`src/rtl/multibyte_add_seq.sv`:
```
// Byte-serial add/subtract: one shared 8-bit adder walks NBYTES bytes, LSB first.
// Result, Cout and V are registered and done pulses NBYTES cycles after start; start is ignored while busy.

module adder_8bit (
  input  logic [7:0] a_i,
  input  logic [7:0] b_i,
  input  logic       cin_i,
  output logic [7:0] s_o,
  output logic       cout_o
);

  logic [8:0] sum;

  assign sum    = {1'b0, a_i} + {1'b0, b_i} + {8'd0, cin_i};
  assign s_o    = sum[7:0];
  assign cout_o = sum[8];

endmodule

module multibyte_add_seq #(
  parameter int NBYTES = 4
) (
  input  logic                clk,
  input  logic                rst,
  input  logic                start,
  input  logic                op_sub,
  input  logic                Cin,
  input  logic [8*NBYTES-1:0] A,
  input  logic [8*NBYTES-1:0] B,
  output logic [8*NBYTES-1:0] S,
  output logic                Cout,
  output logic                V,
  output logic                busy,
  output logic                done
);

  localparam int W    = 8 * NBYTES;
  localparam int IDXW = $clog2(NBYTES);
  localparam logic [IDXW-1:0] LAST_IDX = IDXW'(NBYTES - 1);

  typedef enum logic {
    IDLE = 1'b0,
    RUN  = 1'b1
  } state_t;

  state_t          state_q, state_d;
  logic [IDXW-1:0] idx_q, idx_d;
  logic            carry_q, carry_d;
  logic [W-1:0]    a_q, a_d;
  logic [W-1:0]    b_q, b_d;
  logic            sub_q, sub_d;
  logic [W-1:0]    s_q, s_d;
  logic            cout_q, cout_d;
  logic            v_q, v_d;
  logic            done_q, done_d;

  logic [7:0]      add_a;
  logic [7:0]      add_b;
  logic [7:0]      add_s;
  logic            add_cout;

  // Byte mux in front of the single shared adder; B is inverted for subtraction.
  always_comb begin
    add_a = '0;
    add_b = '0;
    for (int k = 0; k < NBYTES; k++) begin
      if (idx_q == IDXW'(k)) begin
        add_a = a_q[8*k +: 8];
        add_b = b_q[8*k +: 8];
      end
    end
    if (sub_q) begin
      add_b = ~add_b;
    end
  end

  adder_8bit u_adder (
    .a_i    (add_a),
    .b_i    (add_b),
    .cin_i  (carry_q),
    .s_o    (add_s),
    .cout_o (add_cout)
  );

  always_comb begin
    state_d = state_q;
    idx_d   = idx_q;
    carry_d = carry_q;
    a_d     = a_q;
    b_d     = b_q;
    sub_d   = sub_q;
    s_d     = s_q;
    cout_d  = cout_q;
    v_d     = v_q;
    done_d  = 1'b0;

    unique case (state_q)
      IDLE: begin
        if (start) begin
          a_d     = A;
          b_d     = B;
          sub_d   = op_sub;
          carry_d = Cin;
          idx_d   = '0;
          state_d = RUN;
        end
      end

      RUN: begin
        for (int k = 0; k < NBYTES; k++) begin
          if (idx_q == IDXW'(k)) begin
            s_d[8*k +: 8] = add_s;
          end
        end
        carry_d = add_cout;
        if (idx_q == LAST_IDX) begin
          // Carry into bit 7 is recovered from the sum bit, so V needs no extra adder tap.
          cout_d  = add_cout;
          v_d     = add_a[7] ^ add_b[7] ^ add_s[7] ^ add_cout;
          done_d  = 1'b1;
          idx_d   = '0;
          state_d = IDLE;
        end else begin
          idx_d = idx_q + IDXW'(1);
        end
      end

      default: state_d = IDLE;
    endcase
  end

  always_ff @(posedge clk or posedge rst) begin
    if (rst) begin
      state_q <= IDLE;
      idx_q   <= '0;
      carry_q <= 1'b0;
      a_q     <= '0;
      b_q     <= '0;
      sub_q   <= 1'b0;
      s_q     <= '0;
      cout_q  <= 1'b0;
      v_q     <= 1'b0;
      done_q  <= 1'b0;
    end else begin
      state_q <= state_d;
      idx_q   <= idx_d;
      carry_q <= carry_d;
      a_q     <= a_d;
      b_q     <= b_d;
      sub_q   <= sub_d;
      s_q     <= s_d;
      cout_q  <= cout_d;
      v_q     <= v_d;
      done_q  <= done_d;
    end
  end

  assign S    = s_q;
  assign Cout = cout_q;
  assign V    = v_q;
  assign busy = (state_q == RUN);
  assign done = done_q;

endmodule

```
`config.mk`:
```
export PLATFORM = sky130hd
export DESIGN_NAME = multibyte_add_seq
export DESIGN_NICKNAME = d
export VERILOG_FILES = /design/src/rtl/multibyte_add_seq.sv
export SDC_FILE = /design/constraint.sdc
export NUM_CORES = 1
export LEC_CHECK = 0
export ABC_CLOCK_PERIOD_IN_PS = 8000
export BUFFER_PORTS_ARGS = -buffer_cell sky130_fd_sc_hd__buf_4
export CORE_MARGIN = 8
export CORE_UTILIZATION = 58
export DETAILED_ROUTE_END_ITERATION = 8
export PLACE_DENSITY = 0.87
export SYNTH_ARGS = -nofsm -noshare
export SYNTH_HDL_FRONTEND = slang
export SYNTH_SLANG_ARGS = --single-unit
```
`constraint.sdc`:
```
create_clock -name clk -period 8 [get_ports clk]
set_input_delay 0.4 -clock clk [delete_from_list [all_inputs] [get_ports clk]]
set_output_delay 0.4 -clock clk [all_outputs]
set_load 0.02 [all_outputs]
```
==> flow_metrics.tcl <==
set metrics [dict create \
    outcome "finished, final reports clean" \
    grt-ovfl-total 0 \
    synth_top_area_cell "dfrtp_1" \
    pin_count 105 \
    drt-wirelength-per-cell_um 18.5 \
    seqCellArea_um2 2600 \
    grtUsageTotal_pct 20.5 \
    cts_inserted_buffers 9 \
    post-cts-setup-buffers 0 \
    dr.first_iter.drc_count 187 \
    setup_viol 0 \
    via_count 3552 \
    critical-path-slowest-cell "ha_1" \
    post-route-util_pct 71.4 \
    critPathTopFamily "adder cells" \
    skew_ns 0.0154 \
    fin_cells 621 \
    finalCritPeriodShare_pct 48.9 \
    cp-start-kind "register" \
    end_kind "register" \
    synth_cells 420 \
    core-area_um2 8130 \
    n_fill_cell 578 \
    rr_worst_depth 14 \
    cts.htree.levels 3 \
    r2r-end "S[30]" \
    multi_input_comb_area_um2 2030 \
    cts_buffer_depth 2 \
    yosysSeqAreaShare_pct 54.2 \
    drt_wl_total_mm 11.5 \
    syn_nets 502 \
    place_hpwl_mm 8.39 \
    clock-root-buffer "clkbuf_8" \
    synth.area.top_cells "dfrtp_1 54%, mux2_2 16%, o21ai_0 4.5%" \
    worstSetupPathType "reg -> reg" \
    cpPeakStageDelay_ns 0.79 \
    setup_tns_ns 0 \
    clock_latency_ns 0.39 \
    tritoncts "done" \
    yosysMostFrequentCell "dfrtp_1" \
    worst-path-max-fanout 31 \
    clock-sinks 104 \
    arrival_ns 4.16 \
    gp_congestion 0.798 \
    num_rows 33 \
    grt_max_degree 75 \
    drc 0 \
    max_slew_margin_pct 24.5 \
    die_w_um 107 \
    ys_ff_latch 104 \
    hold_violations 0 \
    routed_via_density 5.72 \
    min_period_ns 3.91 \
    dp_cells 605 \
    slew_violations 0 \
    die_y_um 107 \
    antenna_found_initial 0 \
    synthToLayoutAreaGrowth_pct 20.9 \
    r2r_slack_ns 4.09 \
    rsz0062_at_grt "false" \
    layout.nets 593 \
    cap_violations 0 \
    grt_pass1_wl_mm 18.6 \
    ant_nets 0 \
    cts_resized 0 \
    max_freq_ghz 0.255 \
    antenna-diode-count 0 \
    firstDrtPassIters 4 \
    required_ns 8.24 \
    numPortBuffers 104 \
    ys_warn_count 0 \
    async_flop_share_pct 100 \
    clkTransAtPathRegs_ns 0.11 \
    avgSynthCellArea_um2 11.4 \
    path_cells "inv_1 -> ha_1 -> nor2b_1 -> a221oi_1 -> nor3_1 -> a21oi_1 -> fa_1 -> inv_1 -> fa_1 -> nand3_1 -> nand2_1 -> a31oi_1 -> xor2_1 -> o21ai_0" \
    dieArea_um2 11500 \
    synth-edff-count 0 \
    synth_top_cells_by_count "104 x dfrtp_1, 70 x mux2_2, 56 x nand2_1" \
    path_buf_inv 2 \
    timing.rr.start "idx_q[1]" \
    synthFlopType "dfrtp_1" \
    syn_area_um2 4800 \
    drive_above_1_share_pct 38.2 \
    hp-class "in -> async" \
    worstMarginPinSlew_ns 1.13 \
    synth_top_area_share_pct 54.2 \
    start_util_pct 59.1 \
    synthDistinctLibCells 32 \
    postCtsHoldBufs 0 \
    grt_pass1_vias 3778 \
]
worst register-to-register path: cells and delay by family (launching register included):
kind                       cells  cell delay [ns]
AOI/OAI and AO/OA              4             0.96
xor gates and xnor gates       1             0.27
adders and majority gates      3             1.43
buffers and inverters          2             0.19
DFF                            1             0.41
and+or+nand+nor                4             0.52
sequential cells by signal (all words and copies together) (netlist names):
register  flops
busy          1
done          1
b_q          32
S            32
idx_q         2
a_q          32
sub_q         1
Cout          1
carry_q       1
V             1
stage by stage:
| stage | hold slack, ns | area (um^2) | setup WS (ns) |
|---|---|---|---|
| final | 0.0318 | 5810 | 4.09 |
| after global routing | 0.0972 | 5810 | 3.77 |
| after CTS | 0.0572 | 5810 | 4.10 |
| after detailed placement | 0.475 | 5620 | 4.27 |
| after global placement | 0.463 | 5620 | 4.52 |
| after floorplan | 0.480 | 4800 | 4.87 |
cells in the final DEF (no fill, tap or decap):
| cell type | n |
|---|---|
| buf_4 | 106 |
| dfrtp_1 | 104 |
| mux2_2 | 70 |
| nand2_1 | 56 |
| o21ai_0 | 43 |
| a21oi_1 | 34 |
| inv_1 | 13 |
| xnor2_1 | 12 |
| ha_1 | 11 |
| a22oi_1 | 10 |
| clkbuf_8 | 10 |
| nand3b_1 | 6 |
| nand2b_1 | 5 |
| nor2_1 | 4 |
| o21ai_1 | 4 |
| nand3_1 | 2 |
| a21o_1 | 2 |
| xor2_1 | 2 |
| nor2b_1 | 2 |
| fa_1 | 2 |
| clkinv_4 | 2 |
| clkinvlp_4 | 2 |
| nor2b_4 | 1 |
| or3_1 | 1 |
| o211ai_2 | 1 |
| a31oi_1 | 1 |
| a221oi_1 | 1 |
| nor3_1 | 1 |
| inv_4 | 1 |
| nand4_1 | 1 |
| o41a_4 | 1 |
| xnor2_4 | 1 |
| mux2i_1 | 1 |
| o31ai_1 | 1 |
| inv_8 | 1 |
| inv_6 | 1 |
logic make-up (layout without fill, tap and decap cells):
family                   Yosys count  count (layout)  share of synthesized area (%)
flip-flops                       104             104                           54.2
AO/OA/AOI/OAI                     98              98                           11.5
AND/OR/NAND/NOR                   79              79                           7.24
multiplexers                      71              71                           16.6
buffers and inverters             40             136                           3.65
XOR/XNOR                          15              15                           3.13
adder cells (fa/ha/maj)           13              13                           3.70
per-layer routing:
metal  track usage, %  wire, um
met5                0         0
met4             9.05       357
met3             5.34       693
met2             33.4      5670
met1             25.0      4750
cell type report:
type                    instances  share of cell area (%)
well taps                     105                    2.26
repair buffers                106                    13.7
inverters                      14                   0.948
clock buffers                  10                    2.37
flip-flops and latches        104                    44.8
clock inverters                 6                   0.905
multi-input cells             276                    35.0
how the worst max path moves through the flow:
stage | from | endpoint | slack [ns] | cells after the start
2_1_floorplan | rst | Cout | 4.87 | 1
3_3_place_gp | idx_q[1] | S[6] | 4.52 | 14
3_5_place_dp | idx_q[1] | S[22] | 4.27 | 14
4_1_cts | idx_q[1] | S[30] | 4.10 | 14
5_1_grt | idx_q[1] | S[30] | 3.77 | 14
6_report | idx_q[1] | S[30] | 4.09 | 14
Power is left out: the tool's default activity adds up to more than one toggle a clock period on the data nets, which glitch-free logic cannot reach.
